**src/rtl/paddle_sprite_ctrl.sv**
```systemverilog
// Paddle sprite RAM controller: draw-position texel lookup plus
// host write port arbitrated against a whole-sprite fill engine.
module paddle_sprite_ctrl #(
  parameter int SPRITE_W = 150,
  parameter int SPRITE_H = 200,
  parameter int ADDR_W   = 19,
  parameter int DATA_W   = 2
) (
  input  logic              Clk,
  input  logic              Reset_n,
  input  logic [9:0]        DrawX,
  input  logic [9:0]        DrawY,
  input  logic [9:0]        PaddleX,
  input  logic [9:0]        PaddleY,
  input  logic              pix_req,
  output logic              pix_valid,
  output logic              pix_in_bounds,
  output logic [DATA_W-1:0] pix_index,
  input  logic              host_we,
  input  logic [ADDR_W-1:0] host_addr,
  input  logic [DATA_W-1:0] host_data,
  output logic              host_ack,
  output logic              host_err,
  input  logic              fill_start,
  input  logic [DATA_W-1:0] fill_value,
  output logic              fill_busy,
  output logic              fill_done,
  input  logic [DATA_W-1:0] ram_read_data,
  output logic [ADDR_W-1:0] ram_read_address,
  output logic [ADDR_W-1:0] ram_write_address,
  output logic [DATA_W-1:0] ram_data_in,
  output logic              ram_we
);

  localparam int N = SPRITE_W * SPRITE_H;
  localparam logic [ADDR_W-1:0] SIZE = ADDR_W'(N);
  localparam logic [ADDR_W-1:0] LAST = ADDR_W'(N - 1);
  localparam logic [ADDR_W-1:0] ROW = ADDR_W'(SPRITE_W);
  localparam logic [9:0] LIM_X = 10'(SPRITE_W);
  localparam logic [9:0] LIM_Y = 10'(SPRITE_H);

  typedef enum logic [1:0] {
    IDLE,
    FILL,
    DONE
  } state_t;

  typedef struct packed {
    logic valid;
    logic inb;
  } s1_t;

  // texel coordinate relative to paddle corner
  logic [9:0]        lx;
  logic [9:0]        ly;
  logic              inb;
  logic [ADDR_W-1:0] taddr;

  always_comb begin
    lx    = DrawX - PaddleX;
    ly    = DrawY - PaddleY;
    inb   = (lx < LIM_X) && (ly < LIM_Y);
    taddr = '0;
    if (inb)
      taddr = ADDR_W'(ly) * ROW + ADDR_W'(lx);
  end

  s1_t s1;

  always_ff @(posedge Clk) begin
    if (!Reset_n) begin
      s1               <= '0;
      ram_read_address <= '0;
      pix_valid        <= 1'b0;
      pix_in_bounds    <= 1'b0;
    end else begin
      s1.valid      <= pix_req;
      s1.inb        <= pix_req & inb;
      pix_valid     <= s1.valid;
      pix_in_bounds <= s1.inb;
      if (pix_req)
        ram_read_address <= taddr;
    end
  end

  assign pix_index = pix_in_bounds ? ram_read_data : '0;

  logic              host_hit;
  state_t            state;
  logic [ADDR_W-1:0] cnt;
  logic [DATA_W-1:0] value;

  assign host_hit = host_we && (host_addr < SIZE);

  // host owns the write port on any in-range request; fill retries
  always_ff @(posedge Clk) begin
    if (!Reset_n) begin
      state             <= IDLE;
      cnt               <= '0;
      value             <= '0;
      fill_busy         <= 1'b0;
      fill_done         <= 1'b0;
      host_ack          <= 1'b0;
      host_err          <= 1'b0;
      ram_we            <= 1'b0;
      ram_write_address <= '0;
      ram_data_in       <= '0;
    end else begin
      host_ack  <= host_we;
      host_err  <= host_we & ~host_hit;
      ram_we    <= 1'b0;
      fill_done <= 1'b0;
      if (host_hit) begin
        ram_we            <= 1'b1;
        ram_write_address <= host_addr;
        ram_data_in       <= host_data;
      end
      unique case (state)
        IDLE: begin
          if (fill_start) begin
            state     <= FILL;
            value     <= fill_value;
            cnt       <= '0;
            fill_busy <= 1'b1;
          end
        end
        FILL: begin
          if (!host_hit) begin
            ram_we            <= 1'b1;
            ram_write_address <= cnt;
            ram_data_in       <= value;
            if (cnt == LAST)
              state <= DONE;
            else
              cnt <= cnt + 1'b1;
          end
        end
        DONE: begin
          fill_done <= 1'b1;
          fill_busy <= 1'b0;
          state     <= IDLE;
        end
        default: state <= IDLE;
      endcase
    end
  end

endmodule

```
**config.mk**
```make
export PLATFORM = sky130hd
export DESIGN_NAME = paddle_sprite_ctrl
export DESIGN_NICKNAME = d
export VERILOG_FILES = /design/src/rtl/paddle_sprite_ctrl.sv
export SDC_FILE = /design/constraint.sdc
export NUM_CORES = 1
export LEC_CHECK = 0
export BUFFER_PORTS_ARGS = -buffer_cell sky130_fd_sc_hd__buf_2
export CORE_ASPECT_RATIO = 1.5
export CORE_MARGIN = 2
export CORE_UTILIZATION = 30
export DETAILED_ROUTE_END_ITERATION = 8
export GPL_TIMING_DRIVEN = 0
export PLACE_DENSITY = 0.6
export SLEW_MARGIN = 20
export SYNTH_ARGS = -nofsm -noshare
export SYNTH_HDL_FRONTEND = slang
export SYNTH_SLANG_ARGS = --single-unit
```
**constraint.sdc**
```tcl
create_clock -name Clk -period 8.95 [get_ports Clk]
set_input_delay 1.3425 -clock Clk [delete_from_list [all_inputs] [get_ports Clk]]
set_output_delay 1.3425 -clock Clk [all_outputs]
set_load 0.01 [all_outputs]
```
Word level (Yosys, flattened, before mapping)
Cells that the tools add are included.
W data, S select, Z words.
{"block": "totals", "regBits": 72, "inputBits": 70, "output_inout_bits": 49, "word_cells": 64}
{"block": "classes", "addsub": 4, "multipliers": 1, "n_lt_le_gt_ge": 3, "n_eq_ne": 7, "mux": 22, "bitwise": 3, "reduce_logical": 9}
{"operator": "$mux W19", "n": 7}
{"operator": "$pmux W19 S2", "n": 1}
{"operator": "$lt A10 B8 Y1 const B", "n": 2}
{"operator": "$sub A10 B10 Y10", "n": 2}
{"operator": "$add A18 B10 Y19", "n": 1}
{"operator": "$add A19 B1 Y19 const B", "n": 1}
{"operator": "$eq A19 B15 Y1 const B", "n": 1}
{"operator": "$lt A19 B15 Y1 const B", "n": 1}
{"operator": "$mul A10 B7 Y17 const B", "n": 1}
{"operator": "$mux W2", "n": 7}
{"operator": "$ne A2 B2 Y1 const B", "n": 4}
{"operator": "$mux W1", "n": 5}
{"operator": "$pmux W2 S2", "n": 1}
{"operator": "$reduce_and A2 Y1", "n": 2}
{"operator": "$reduce_and A4 Y1", "n": 1}
{"operator": "$reduce_bool A2 Y1", "n": 2}
{"operator": "$reduce_and A3 Y1", "n": 1}
{"operator": "$and A1 B1 Y1", "n": 2}
{"operator": "$eq A2 B1 Y1 const B", "n": 1}
{"operator": "$eq A2 B2 Y1 const B", "n": 1}
{"operator": "$logic_and A1 B1 Y1", "n": 2}
{"operator": "$logic_not A2 Y1", "n": 1}
{"operator": "$pmux W1 S2", "n": 1}
{"operator": "$not A1 Y1", "n": 1}

Longest topological paths before layout
{"block": "depth", "word_depth": 5, "mapped_depth": 26, "mapped_depth_nobuf": 26}

Worst setup path before layout
Ideal clock, no wire load.
{"block": "synth_timing", "path_kind": "input -> register", "start": "input DrawY[0]", "end": "register ram_read_address[17]", "t_arrival_ns": 6.906, "required_time_ns": 8.834, "setup_slack_ns": 1.928, "stages": 24, "cell_sequence": "inv_1 > ha_1 > inv_1 > fa_1 > a211oi_1 > o31ai_1 > a211o_1 > a21oi_1 > xnor2_1 > ha_1 > ha_1 > fa_1 > inv_1 > fa_1 > inv_1 > ha_1 > nand2_2 > or3_4 > o211a_1 > a211o_1 > or3b_4 > nor4b_4 > xnor2_1 > o21ai_2"}
{"block": "synth_via", "elab_chain_len": 4, "elab_cells_between_ends": 6}
{"element": "from (decl)", "line": "12", "rtl": "input logic [9:0] DrawY,"}
{"element": "$sub A10 B10 Y10 *", "line": "61", "rtl": "ly = DrawY - PaddleY;"}
{"element": "$mul A10 B7 Y17 / $lt A10 B8 Y1 (equally long branches)", "line": "65, 62"}
{"element": "$add A18 B10 Y19 / $logic_and A1 B1 Y1 (equally long branches)", "line": "65, 62"}
{"element": "$mux W19 *", "line": "64", "rtl": "if (inb)"}
{"element": "to (signal assigned)", "line": "82", "rtl": "ram_read_address <= taddr;"}
{"element": "to (decl)", "line": "29", "rtl": "output logic [ADDR_W-1:0] ram_read_address,"}
Every way passes the cells marked *; elsewhere a longest branch is shown, timed or not.
A chain may end at the register's enable or synchronous reset.

Final worst setup path
Same ends and word-level chain as after synthesis.

==> summary.md <==
| Metric | Value |
|---|---|
| Pint | around 1.4 mW |
| Post-synth EDFFs | 0 |
| Critical path launch point type | input pin |
| Final-report hold violation count | 0 |
| First-pass GRT wire length | roughly 24 mm |
| Clock root cell | clkbuf_16 |
| Psw | ~1.3 mW |
| Req. time, crit path | approximately 9.2 ns |
| Nets | ~970 |
| Die X | roughly 120 um |
| Mean Syn Cell Area | 8.16 um^2 |
| H-tree Lvls | 3 |
| Hold Buf Count CTS | 0 |
| Post-route insts no fill | about 1.1k |
| Initial core utilization | 0.304 |
| Pin count of the biggest net entering global routing | 14 |
| Async SR Flop Fraction | 0 |
| Clk sinks | 72 |
| Worst Hold Class | reg -> reg |
| Sequential share of power | 0.124 |
| Clk_skew | 0.00789 ns |
| Ratio of cells with drive above 1 in the final layout | 0.188 |
| Remaining DRCs | 0 |
| Boundary pin count | between 100 and 150 |
| Setup violators final | 0 |
| RSZ-0062 raised after global routing | false |
| Worst Tran Pin Value | slightly above 0.8 ns |
| Hold path endpoint | pix_in_bounds |
| YS warnings | 0 |
| Crit-path max FO | 7 |
| # Post-CTS Setup Buffers | 0 |
| Distinct cell type count after synthesis | 64 |
| Element type at the critical path end | flip-flop |
| Core ar. | 18,400 um^2 |
| Ys flop type | dfxtp_1 |
| Initial antenna violation count | 0 |
| Power share of the clock group | 0.127 |
| Worst reg2reg startpoint | cnt[0] |
| Final core occ | 0.369 |
| Filler instances | 1,946 |
| Routed len/inst | about 13 um |
| Power Dens Cells | around 400 nW/um^2 |
| Inst Count DP | approximately 1.1k |
| Reg2Reg Depth | 9 |
| Mapped Cells | 685 |
| Skew-Pair Late Insertion Delay | 0.33 ns |
| Synthesis-stage register bit count | slightly above 70 |
| Via count | 5,128 |
| Layout area overhead | 21.3% |
| Peak VDD IR | 0.000189 V |
| Vias per cell | approximately 4.8 |
| Worst Path Class, Setup | in -> reg |
| Detailed Place HPWL | roughly 12 mm |
| CTS tree | done |
| Flop2flop setup slack | 5.95 ns |
| Comb power frac | 0.749 |
| FMAX | roughly 0.14 GHz |
| Initial detailed-routing violation count | 200 |
| Sequential fraction of the synthesis area | 0.258 |
| Mapped cell area | roughly 5600 um^2 |
| Post-CTS resize count | 0 |
| Total track usage | 0.150 |
| Drt total wl | approximately 14 mm |
| Die Area | 19,800 um^2 |
| GPL Wtd Cong | roughly 0.85 |
| Hold path depth | 1 |
| Row count | 61 |
| Chip height | around 170 um |
| Crit path from | DrawY[0] |
| Max clock buf depth | 2 |
| Vias in the first global route | 5,174 |
| Max-cap violations | 0 |
| Slew Limit Headroom | 0.456 |
| Port-buffer cells | about 120 |
| P_leak | 3.05 nW |
| GR Overflow Total | 0 |
| Total CTS buffers | 9 |
| Cell Area, Placed | 6490 um^2 |
| Post-Syn Nets | 839 |
| Sw frac | 0.476 |
| Status | finished clean |
| Setup TNS | 0 ns |
| Final Max Tran Viols | 0 |
| CP arrival | between 7 and 8 ns |
| Ant. Diodes | 0 |
| Clk slew on worst S/H paths | ~0.060 ns |
| Crit share post-route | 0.812 |
| Antenna Violating Nets Remaining | 0 |
| Hold Startpoint | s1[0] |
| Drt pass-1 iters | 7 |
| Fin crit period | between 7 and 8 ns |
| Most frequent cells in the layout | buf_2, nand2_1, dfxtp_1 |
| Post-route cell area | 6780 um^2 |
| FF-to-FF End | cnt[15] |
| Commonest non-fill, non-tap cell in the layout | buf_2 |
-- worst max-delay path: stages --
cell and delay [ns]:
buf_2 0.09, inv_1 0.04, ha_1 0.16, inv_1 0.05
fa_1 0.40, a211oi_1 0.29, o31ai_1 0.15, a211o_1 0.32
a21oi_1 0.18, xnor2_1 0.31, ha_1 0.34, ha_1 0.33
fa_1 0.54, inv_1 0.05, fa_1 0.50, inv_1 0.04
ha_1 0.38, a21oi_1 0.21, a21boi_0 0.16, o21a_1 0.19
nor4_1 0.47, or3b_4 0.48, nor4b_4 0.23, xnor2_1 0.16
o21ai_2 0.06
-- kinds of logic (layout without fill, tap and decap cells) --
kind of cell	Yosys count	count (layout)	synth area share
compound gates	166	166	0.199
xor+xnor	50	50	0.0784
fa+ha+maj	84	84	0.206
buf+inv	84	217	0.0573
flops	72	72	0.258
mux	3	3	0.00537
simple gates	226	226	0.196
-- metrics by stage --
step / total power, mW / worst slack [ns] / hold WS, ns
after floorplan: 1.97 / 1.93 / 0.412
after global placement: 2.36 / 1.35 / 0.414
after detailed placement: 2.37 / 1.28 / 0.419
after CTS: 2.74 / 1.63 / 0.436
after global routing: 3.01 / 1.28 / 0.455
final: 2.70 / 1.68 / 0.432
-- layer usage --
layer / wire [um] / global-route usage
met5: 0 / 0
met3: 572 / 0.0209
met2: 8030 / 0.307
met1: 5350 / 0.146
met4: 373 / 0.0561
-- area by class of cell --
class	count	area, um^2	area share
timing repair buffer	117	586	0.0864
buffer	19	76.3	0.0113
clock inverter	5	38.8	0.00572
inverter	65	244	0.0360
sequential	72	1440	0.213
multi-input combinational	529	3830	0.564
clock buffer	11	253	0.0373
tap	252	315	0.0465
-- cells in the mapped netlist (all sizes together) (8+ instances only) --
cell / n / area (um^2)
nor2: 60 / 225
fa: 13 / 260
nand3: 8 / 40.0
and2: 10 / 62.6
xor2: 14 / 123
nand2: 84 / 318
a311oi: 17 / 149
inv: 65 / 244
nor3: 11 / 55.1
dfxtp: 72 / 1440
a21o: 11 / 82.6
a21oi: 38 / 190
a211oi: 11 / 92.6
ha: 71 / 888
o21ai: 43 / 219
xnor2: 36 / 315
clkbuf: 16 / 60.1
-- state kept, by name (all words and copies together), names as in the netlist --
| signal | count |
|---|---|
| cnt | 19 |
| fill_busy | 1 |
| fill_done | 1 |
| host_ack | 1 |
| host_err | 1 |
| pix_in_bounds | 1 |
| pix_valid | 1 |
| ram_data_in | 2 |
| ram_read_address | 19 |
| ram_we | 1 |
| ram_write_address | 19 |
| s1 | 2 |
| state | 2 |
| value | 2 |
-- worst max-delay path by stage --
stage	to	slack, ns	depth (start not counted)
final	ram_read_address[17]	1.68	25
after floorplan	ram_read_address[17]	1.93	24
after global placement	ram_read_address[17]	1.35	25
after CTS	ram_read_address[17]	1.63	25
after global routing	ram_read_address[16]	1.28	25
after detailed placement	ram_read_address[17]	1.28	25
-- power by group through the flow --
stage | sequential [mW] | clock, mW | combinational [mW]
2_1_floorplan | 0.344 | 0 | 1.62
3_3_place_gp | 0.342 | 0 | 2.01
3_5_place_dp | 0.342 | 0 | 2.03
4_1_cts | 0.335 | 0.356 | 2.05
5_1_grt | 0.336 | 0.365 | 2.31
6_report | 0.335 | 0.343 | 2.02
Note: power is estimated with default switching activity, not from simulation.
